===== src/rtl/alu_pkg.sv =====
// Opcode encodings and request/response types shared by the ALU share arbiter.
package alu_pkg;

    localparam int OP_W     = 4;
    localparam int ID_MAX_W = 3;

    localparam logic [OP_W-1:0] ALU_ADD  = 4'd0;
    localparam logic [OP_W-1:0] ALU_SUB  = 4'd1;
    localparam logic [OP_W-1:0] ALU_AND  = 4'd2;
    localparam logic [OP_W-1:0] ALU_OR   = 4'd3;
    localparam logic [OP_W-1:0] ALU_XOR  = 4'd4;
    localparam logic [OP_W-1:0] ALU_SLL  = 4'd5;
    localparam logic [OP_W-1:0] ALU_SRL  = 4'd6;
    localparam logic [OP_W-1:0] ALU_SRA  = 4'd7;
    localparam logic [OP_W-1:0] ALU_SLT  = 4'd8;
    localparam logic [OP_W-1:0] ALU_SLTU = 4'd9;

    typedef struct packed {
        logic [OP_W-1:0] op;
        logic [31:0]     src1;
        logic [31:0]     src2;
    } alu_req_t;

    // id is sized for the largest supported requester count (8)
    typedef struct packed {
        logic [ID_MAX_W-1:0] id;
        logic [31:0]         result;
        logic                ovf;
    } alu_resp_t;

endpackage


===== src/rtl/alu_share_arbiter_if.sv =====
// Requester/consumer bundle of alu_share_arbiter.
// Defining ALU_ARB_OVF_EN adds resp_ovf and ovf_sticky.
interface alu_share_arbiter_if #(
    parameter int NUM_REQ = 2,
    parameter int ID_W    = 1,
    parameter int CNT_W   = 16
);
    import alu_pkg::*;

    logic [NUM_REQ-1:0]       req_valid;
    logic [NUM_REQ-1:0]       req_ready;
    logic [NUM_REQ*OP_W-1:0]  req_op;
    logic [NUM_REQ*32-1:0]    req_src1;
    logic [NUM_REQ*32-1:0]    req_src2;
    logic                     resp_valid;
    logic                     resp_ready;
    logic [ID_W-1:0]          resp_id;
    logic [31:0]              resp_result;
    logic [NUM_REQ*CNT_W-1:0] acc_cnt;
`ifdef ALU_ARB_OVF_EN
    logic                     resp_ovf;
    logic [NUM_REQ-1:0]       ovf_sticky;
`endif

    modport master (
        output req_valid, req_op, req_src1, req_src2, resp_ready,
`ifdef ALU_ARB_OVF_EN
        input  resp_ovf, ovf_sticky,
`endif
        input  req_ready, resp_valid, resp_id, resp_result, acc_cnt
    );

    modport slave (
        input  req_valid, req_op, req_src1, req_src2, resp_ready,
`ifdef ALU_ARB_OVF_EN
        output resp_ovf, ovf_sticky,
`endif
        output req_ready, resp_valid, resp_id, resp_result, acc_cnt
    );

endinterface


===== src/rtl/alu_core.sv =====
// 32-bit integer ALU; output is forced to zero while not enabled.
module alu_core
    import alu_pkg::*;
(
    input  logic        enable,
    input  alu_req_t    req,
    output logic [31:0] result,
    output logic        overflow
);

    logic [31:0] sum;
    logic [31:0] diff;

    assign sum  = req.src1 + req.src2;
    assign diff = req.src1 - req.src2;

    // Only ADD and SUB report signed overflow; unknown opcodes give zero
    always_comb begin
        result   = '0;
        overflow = 1'b0;
        if (enable) begin
            case (req.op)
                ALU_ADD: begin
                    result   = sum;
                    overflow = (req.src1[31] == req.src2[31]) && (sum[31] != req.src1[31]);
                end
                ALU_SUB: begin
                    result   = diff;
                    overflow = (req.src1[31] != req.src2[31]) && (diff[31] != req.src1[31]);
                end
                ALU_AND:  result = req.src1 & req.src2;
                ALU_OR:   result = req.src1 | req.src2;
                ALU_XOR:  result = req.src1 ^ req.src2;
                ALU_SLL:  result = req.src1 << req.src2[4:0];
                ALU_SRL:  result = req.src1 >> req.src2[4:0];
                ALU_SRA:  result = $unsigned($signed(req.src1) >>> req.src2[4:0]);
                ALU_SLT:  result = {31'b0, $signed(req.src1) < $signed(req.src2)};
                ALU_SLTU: result = {31'b0, req.src1 < req.src2};
                default:  result = '0;
            endcase
        end
    end

endmodule


===== src/rtl/rr_arbiter.sv =====
// Combinational round-robin pick: first requester at or after ptr, wrapping.
module rr_arbiter #(
    parameter int NUM_REQ = 2,
    parameter int ID_W    = 1
) (
    input  logic [NUM_REQ-1:0] req,
    input  logic [ID_W-1:0]    ptr,
    input  logic               en,
    output logic [NUM_REQ-1:0] grant,
    output logic [ID_W-1:0]    idx
);

    logic            found;
    logic [ID_W-1:0] cand;

    // idx is valid whenever any request is present; grant additionally needs en
    always_comb begin
        grant = '0;
        idx   = '0;
        found = 1'b0;
        cand  = '0;
        for (int off = 0; off < NUM_REQ; off++) begin
            cand = ID_W'((int'(ptr) + off) % NUM_REQ);
            if (!found && req[cand]) begin
                found = 1'b1;
                idx   = cand;
            end
        end
        grant[idx] = en && found;
    end

endmodule


===== src/rtl/alu_share_arbiter.sv =====
// Round-robin sharing of one ALU between NUM_REQ requesters with a one-entry response slot.
// Defining ALU_ARB_OVF_EN exports the overflow flag and per-requester sticky overflow bits.
module alu_share_arbiter
    import alu_pkg::*;
#(
    parameter int NUM_REQ = 2,
    parameter int ID_W    = 1,
    parameter int CNT_W   = 16
) (
    input  logic              clk,
    input  logic              rst_n,
    alu_share_arbiter_if.slave bus
);

    localparam logic [0:0] S_EMPTY = 1'b0;
    localparam logic [0:0] S_FULL  = 1'b1;

    logic [0:0]                    state_q;
    logic [0:0]                    state_d;
    logic [ID_W-1:0]               rr_ptr;
    logic [ID_W-1:0]               grant_idx;
    logic [ID_W-1:0]               ptr_next;
    logic [NUM_REQ-1:0]            grant;
    logic                          can_accept;
    logic                          accept;
    alu_req_t                      sel_req;
    alu_resp_t                     slot_q;
    logic [31:0]                   alu_result;
    logic                          alu_ovf;
    logic [NUM_REQ-1:0][CNT_W-1:0] cnt_q;
    logic                          unused_bits;

    assign can_accept = (state_q == S_EMPTY) || bus.resp_ready;

    rr_arbiter #(
        .NUM_REQ(NUM_REQ),
        .ID_W   (ID_W)
    ) u_arb (
        .req  (bus.req_valid),
        .ptr  (rr_ptr),
        .en   (can_accept),
        .grant(grant),
        .idx  (grant_idx)
    );

    assign accept        = |grant;
    assign bus.req_ready = grant;
    assign ptr_next      = (grant_idx == ID_W'(NUM_REQ - 1)) ? '0 : grant_idx + 1'b1;

    assign sel_req = '{
        op:   bus.req_op[int'(grant_idx) * OP_W +: OP_W],
        src1: bus.req_src1[int'(grant_idx) * 32 +: 32],
        src2: bus.req_src2[int'(grant_idx) * 32 +: 32]
    };

    alu_core u_alu (
        .enable  (accept),
        .req     (sel_req),
        .result  (alu_result),
        .overflow(alu_ovf)
    );

    // An accept always refills the slot, even when the old entry leaves this cycle
    always_comb begin
        state_d = state_q;
        if (accept) begin
            state_d = S_FULL;
        end else if (bus.resp_ready) begin
            state_d = S_EMPTY;
        end
    end

`ifdef ALU_ARB_OVF_EN
    logic [NUM_REQ-1:0] sticky_q;
`endif

    always_ff @(posedge clk) begin
        if (!rst_n) begin
            state_q <= S_EMPTY;
            slot_q  <= '0;
            rr_ptr  <= '0;
            cnt_q   <= '0;
`ifdef ALU_ARB_OVF_EN
            sticky_q <= '0;
`endif
        end else begin
            state_q <= state_d;
            if (accept) begin
                slot_q <= '{id: ID_MAX_W'(grant_idx), result: alu_result, ovf: alu_ovf};
                rr_ptr <= ptr_next;
                if (cnt_q[grant_idx] != '1) begin
                    cnt_q[grant_idx] <= cnt_q[grant_idx] + 1'b1;
                end
`ifdef ALU_ARB_OVF_EN
                if (alu_ovf) begin
                    sticky_q[grant_idx] <= 1'b1;
                end
`endif
            end
        end
    end

    assign bus.resp_valid  = (state_q == S_FULL);
    assign bus.resp_id     = slot_q.id[ID_W-1:0];
    assign bus.resp_result = slot_q.result;
    assign bus.acc_cnt     = cnt_q;

`ifdef ALU_ARB_OVF_EN
    assign bus.resp_ovf   = slot_q.ovf;
    assign bus.ovf_sticky = sticky_q;
`endif

    // Upper id bits, and the overflow path when it is not exported, have no reader
    assign unused_bits = ^{slot_q.id, slot_q.ovf, alu_ovf};

endmodule


===== src/flat_wrapper.sv =====
// flat-port wrapper written by rule: the top's interface ports become plain ports
module alu_share_arbiter_flat import alu_pkg::*;
#(
    parameter int NUM_REQ = 2,
    parameter int ID_W    = 1,
    parameter int CNT_W   = 16
)
  (clk, rst_n, bus_req_valid, bus_req_op, bus_req_src1, bus_req_src2, bus_resp_ready, bus_req_ready, bus_resp_valid, bus_resp_id, bus_resp_result, bus_acc_cnt);
  alu_share_arbiter_if #(.NUM_REQ(NUM_REQ), .ID_W(ID_W), .CNT_W(CNT_W)) bus_i ();
  input  logic clk;
  input  logic rst_n;
  input wire logic [$bits(bus_i.req_valid)-1:0] bus_req_valid;
  input wire logic [$bits(bus_i.req_op)-1:0] bus_req_op;
  input wire logic [$bits(bus_i.req_src1)-1:0] bus_req_src1;
  input wire logic [$bits(bus_i.req_src2)-1:0] bus_req_src2;
  input wire logic [$bits(bus_i.resp_ready)-1:0] bus_resp_ready;
  output wire logic [$bits(bus_i.req_ready)-1:0] bus_req_ready;
  output wire logic [$bits(bus_i.resp_valid)-1:0] bus_resp_valid;
  output wire logic [$bits(bus_i.resp_id)-1:0] bus_resp_id;
  output wire logic [$bits(bus_i.resp_result)-1:0] bus_resp_result;
  output wire logic [$bits(bus_i.acc_cnt)-1:0] bus_acc_cnt;
  assign bus_i.req_valid = bus_req_valid;
  assign bus_i.req_op = bus_req_op;
  assign bus_i.req_src1 = bus_req_src1;
  assign bus_i.req_src2 = bus_req_src2;
  assign bus_i.resp_ready = bus_resp_ready;
  assign bus_req_ready = bus_i.req_ready;
  assign bus_resp_valid = bus_i.resp_valid;
  assign bus_resp_id = bus_i.resp_id;
  assign bus_resp_result = bus_i.resp_result;
  assign bus_acc_cnt = bus_i.acc_cnt;
  alu_share_arbiter #(.NUM_REQ(NUM_REQ), .ID_W(ID_W), .CNT_W(CNT_W)) u_core (.clk(clk), .rst_n(rst_n), .bus(bus_i));
endmodule

===== config.mk =====
export PLATFORM = sky130hd
export DESIGN_NAME = alu_share_arbiter_flat
export DESIGN_NICKNAME = d
export VERILOG_FILES = /design/src/rtl/alu_pkg.sv /design/src/rtl/alu_share_arbiter_if.sv /design/src/rtl/alu_core.sv /design/src/rtl/rr_arbiter.sv /design/src/rtl/alu_share_arbiter.sv /design/src/flat_wrapper.sv
export SDC_FILE = /design/constraint.sdc
export NUM_CORES = 1
export LEC_CHECK = 0
export BUFFER_PORTS_ARGS = -buffer_cell sky130_fd_sc_hd__buf_4
export CAP_MARGIN = 0
export CORE_MARGIN = 2
export CORE_UTILIZATION = 45
export CTS_BUF_LIST = sky130_fd_sc_hd__clkbuf_2
export DETAILED_ROUTE_END_ITERATION = 16
export GPL_TIMING_DRIVEN = 1
export PLACE_DENSITY = 0.65
export SLEW_MARGIN = 20
export SYNTH_ARGS = -nofsm -noshare
export SYNTH_HDL_FRONTEND = slang
export SYNTH_SLANG_ARGS = --single-unit

===== constraint.sdc =====
create_clock -name clk -period 12.95 [get_ports clk]
set_input_delay 0 -clock clk [delete_from_list [all_inputs] [get_ports clk]]
set_output_delay 0 -clock clk [all_outputs]
set_load 0.005 [all_outputs]

==> metrics.md <==
| Metric | Value |
|---|---|
| Status | `finished, final reports clean` |
| CP Capture Type | `register` |
| Final Hold Violating Endpoints | `0` |
| PD cells | `80.2 nW/um^2` |
| CTS tree | `done` |
| Final nets | `2,551` |
| Hpwl dp | `54,300 um` |
| PostCTS Resize Cnt | `0` |
| Clock Path Buffers | `2` |
| Hold endpoint | `u_core.bus.resp_result[3]` |
| Clk sinks | `67` |
| Crit path largest cell delay | `1.12 ns` |
| Peak supply drop | `0.000145 V` |
| R2R cell count | `18` |
| Synth cell types | `115` |
| Worst endpoint required time | `13.58 ns` |
| Post-synthesis sequential area ratio | `0.0912` |
| NetSw | `0.737 mW` |
| H-tree depth | `3` |
| Number of fillers in the final layout | `3,363` |
| Drt first pass iters | `6` |
| Area delta synth->final | `12.9%` |
| Synth async-reset ratio | `0` |
| WHS Path Cells | `7` |
| Worst reg2reg setup slack | `6.49 ns` |
| Initial DRC count | `2,357` |
| Kind of critical path | `register to register` |
| FP Rows | `66` |
| Global-route wire length before repair | `108,000 um` |
| Cell-by-cell trace of the critical path | `and2b_4, nor2_8, buf_4, buf_4, nand2_1, nand2_1, dlygate4sd3_1, ha_1, nand2_1, nor3_1, and4_1, and3_1, o21ai_0, o41ai_1, a31oi_1, xnor2_1, a211oi_1, a21oi_1` |
| Core Area | `32,400 um^2` |
| Hold_sp | `bus_req_src1[0]` |
| Setup repair bufs after CTS | `0` |
| Mapped Area | `14,700 um^2` |
| EDFF count, synth | `0` |
| Insertion delay to the later sink of the worst-skew pair | `0.74 ns` |
| Final setup vio count | `0` |
| CP max FO | `76` |
| Clock-pin slew on the worst setup and hold paths | `0.32 ns` |
| Logic pwr share | `0.690` |
| Max-Cap Viols | `0` |
| Commonest cells after routing, fill and taps aside | `388 x nand2_1, 235 x buf_4, 200 x a21oi_1, 175 x nor2_1, 149 x o21ai_0` |
| Slew headroom | `0.0935` |
| Final WS setup | `6.49 ns` |
| Count of input and output buffers | `208` |
| R2R Path End | `u_core.bus.resp_result[25]` |
| Unrepaired setup endpoints after global routing | `false` |
| Initial Util | `0.454` |
| Pre-CTS WS | `7.44 ns` |
| Hold buffers post-CTS | `27` |
| Worst Max-Slew Pin Slew | `1.34 ns` |
| Commonest non-fill, non-tap cell in the layout | `nand2_1` |
| Gate Count Post-Synth | `2,196` |
| Main area contributors after synthesis | `nand2_1 9.9%, dfxtp_1 9.1%, ha_1 8.6%` |
| Reg area | `1340 um^2` |
| FF-to-FF Start | `u_core.rr_ptr` |
| Total number of vias | `18,300` |
| WL final | `72,500 um` |
| CP bufs+invs | `3` |
| DR WL/cell | `26.3 um` |
| Fin crit share | `0.499` |
| Crit path max-delay family | `compound AO/OA/AOI/OAI gates` |
| Clock share of power | `0.138` |
| Post-route setup TNS | `0 ns` |
| Synth Register Bits | `67` |
| Total die area | `34,100 um^2` |
| Clock Root Buffer | `clkbuf_2` |
| CP arrival | `7.09 ns` |
| Max Slew Vio Count | `0` |
| ANT nets after route | `0` |
| Vias in the first global route | `17,100` |
| Sequential share of power | `0.172` |
| Leak Pwr | `7.21 nW` |
| Vias per Instance | `6.64` |
| Crit-path slowest cell | `o41ai_1` |
| Overall routing resource usage | `0.418` |
| Worst setup SP type | `register` |
| Die width | `185 um` |
| Multi-input logic area | `12,100 um^2` |
| Min Tclk post-route | `6.46 ns` |
| Largest net degree at the start of global routing | `97` |
| Overflow after GRT | `0` |
| Main flop type after synthesis | `dfxtp_1` |
| Avg Synthesized Cell Area | `6.70 um^2` |
| Fin Clk Skew | `0.0686 ns` |
| Remaining DRCs | `0` |
| Internal power | `0.596 mW` |
| Synth warn | `0` |
| Die H | `185 um` |
| Top cell type's share of synthesized area | `0.0990` |
| Max Freq | `0.155 GHz` |
| Yosys top cell by area | `nand2_1` |
| Initial antenna violation count | `3` |
| GP Congestion | `1.06` |
| CTS buffer count | `9` |
| Syn_nets | `2,440` |
| Most frequent cell on the critical path | `nand2_1` |
| Layout cells sized above 1 | `0.157` |
| Final hold slack | `0.0471 ns` |
| I/O pins | `209` |
| Switching share of total power | `0.553` |
| Hold Crit Class | `input port to register` |
-- worst max path at each step --
stage | from | to | depth (start not counted)
6_report | u_core.rr_ptr | u_core.bus.resp_result[25] | 18
2_1_floorplan | u_core.rr_ptr | u_core.bus.resp_result[28] | 25
4_1_cts | u_core.rr_ptr | u_core.bus.resp_result[25] | 18
3_5_place_dp | u_core.rr_ptr | u_core.bus.resp_result[25] | 17
5_1_grt | u_core.rr_ptr | u_core.bus.resp_result[25] | 18
3_3_place_gp | u_core.rr_ptr | u_core.bus.resp_result[25] | 17
-- worst min-delay path, cell delays in order --
cell and delay (ns):
buf_4 0.12, a21oi_1 0.13, mux2i_1 0.16, nand2_1 0.10, a21oi_1 0.11, nand2_1 0.09, a41oi_1 0.08
-- cells in the mapped netlist (all sizes together), types with 11 or more instances --
cell type and number:
a211o 11, a211oi 34, a21boi 11, a21o 21, a21oi 202, a221o 17, a221oi 24, a222oi 12
a31o 11, a31oi 28, and2 14, and3 21, buf 107, clkbuf 55, dfxtp 67, ha 101
inv 104, mux2 46, mux2i 113, nand2 392, nand2b 20, nand3 49, nand4 20, nor2 178
nor2b 40, nor3 54, nor4 11, o211ai 29, o21ai 168, o21bai 21, o221ai 15, o22ai 15
o31ai 17, or3 16, xnor2 20
-- area by class of cell --
cell class | instances | share of cell area
diodes | 4 | 0.000603
clock buffers | 9 | 0.00271
clock inverters | 7 | 0.00603
inverters | 105 | 0.0239
multi-input cells | 1862 | 0.730
flip-flops and latches | 67 | 0.0808
well taps | 442 | 0.0333
repair buffers | 262 | 0.123
-- cells by family (layout without fill, tap and decap cells) --
family,after synthesis,after routing,share of synthesized area
AOI/OAI and AO/OA,732,732,0.340
xor gates and xnor gates,28,28,0.0167
adders and majority gates,103,103,0.0886
buffers and inverters,267,383,0.0883
DFF,67,67,0.0912
muxes,160,160,0.115
other,0,4,0
and+or+nand+nor,839,839,0.260
-- flip-flops by register name, indices dropped and copies added, names as in the netlist --
name / cells
u_core.bus.resp_result: 32
u_core.bus.resp_valid: 1
u_core.rr_ptr: 1
u_core.bus.resp_id: 1
u_core.bus.acc_cnt: 32
-- through the flow --
stage / cells / util / cell area, um^2 / total power [mW]
after detailed placement: 2711 / 0.500 / 16200 / 1.11
final: 2758 / 0.513 / 16600 / 1.33
after global placement: 2711 / 0.500 / 16200 / 1.11
after CTS: 2754 / 0.513 / 16600 / 1.30
after floorplan: 2196 / - / 14700 / 0.812
after global routing: 2756 / 0.513 / 16600 / 1.40
-- power groups by stage --
| stage | clock [mW] | sequential, mW | combinational [mW] |
|---|---|---|---|
| floorplan | 0 | 0.230 | 0.582 |
| global placement | 0 | 0.233 | 0.874 |
| detailed placement | 0 | 0.233 | 0.873 |
| CTS | 0.184 | 0.229 | 0.885 |
| global route | 0.191 | 0.231 | 0.977 |
| finish | 0.183 | 0.230 | 0.920 |
-- routing by layer --
layer,part of all wire,track usage,vias up
li1,-,-,8238
met3,0.10,0.0899,228
met1,0.41,0.542,8704
met5,0.00017,0,-
met4,0.065,0.240,2
met2,0.43,0.640,1153
(Power assumes the default switching activity.)
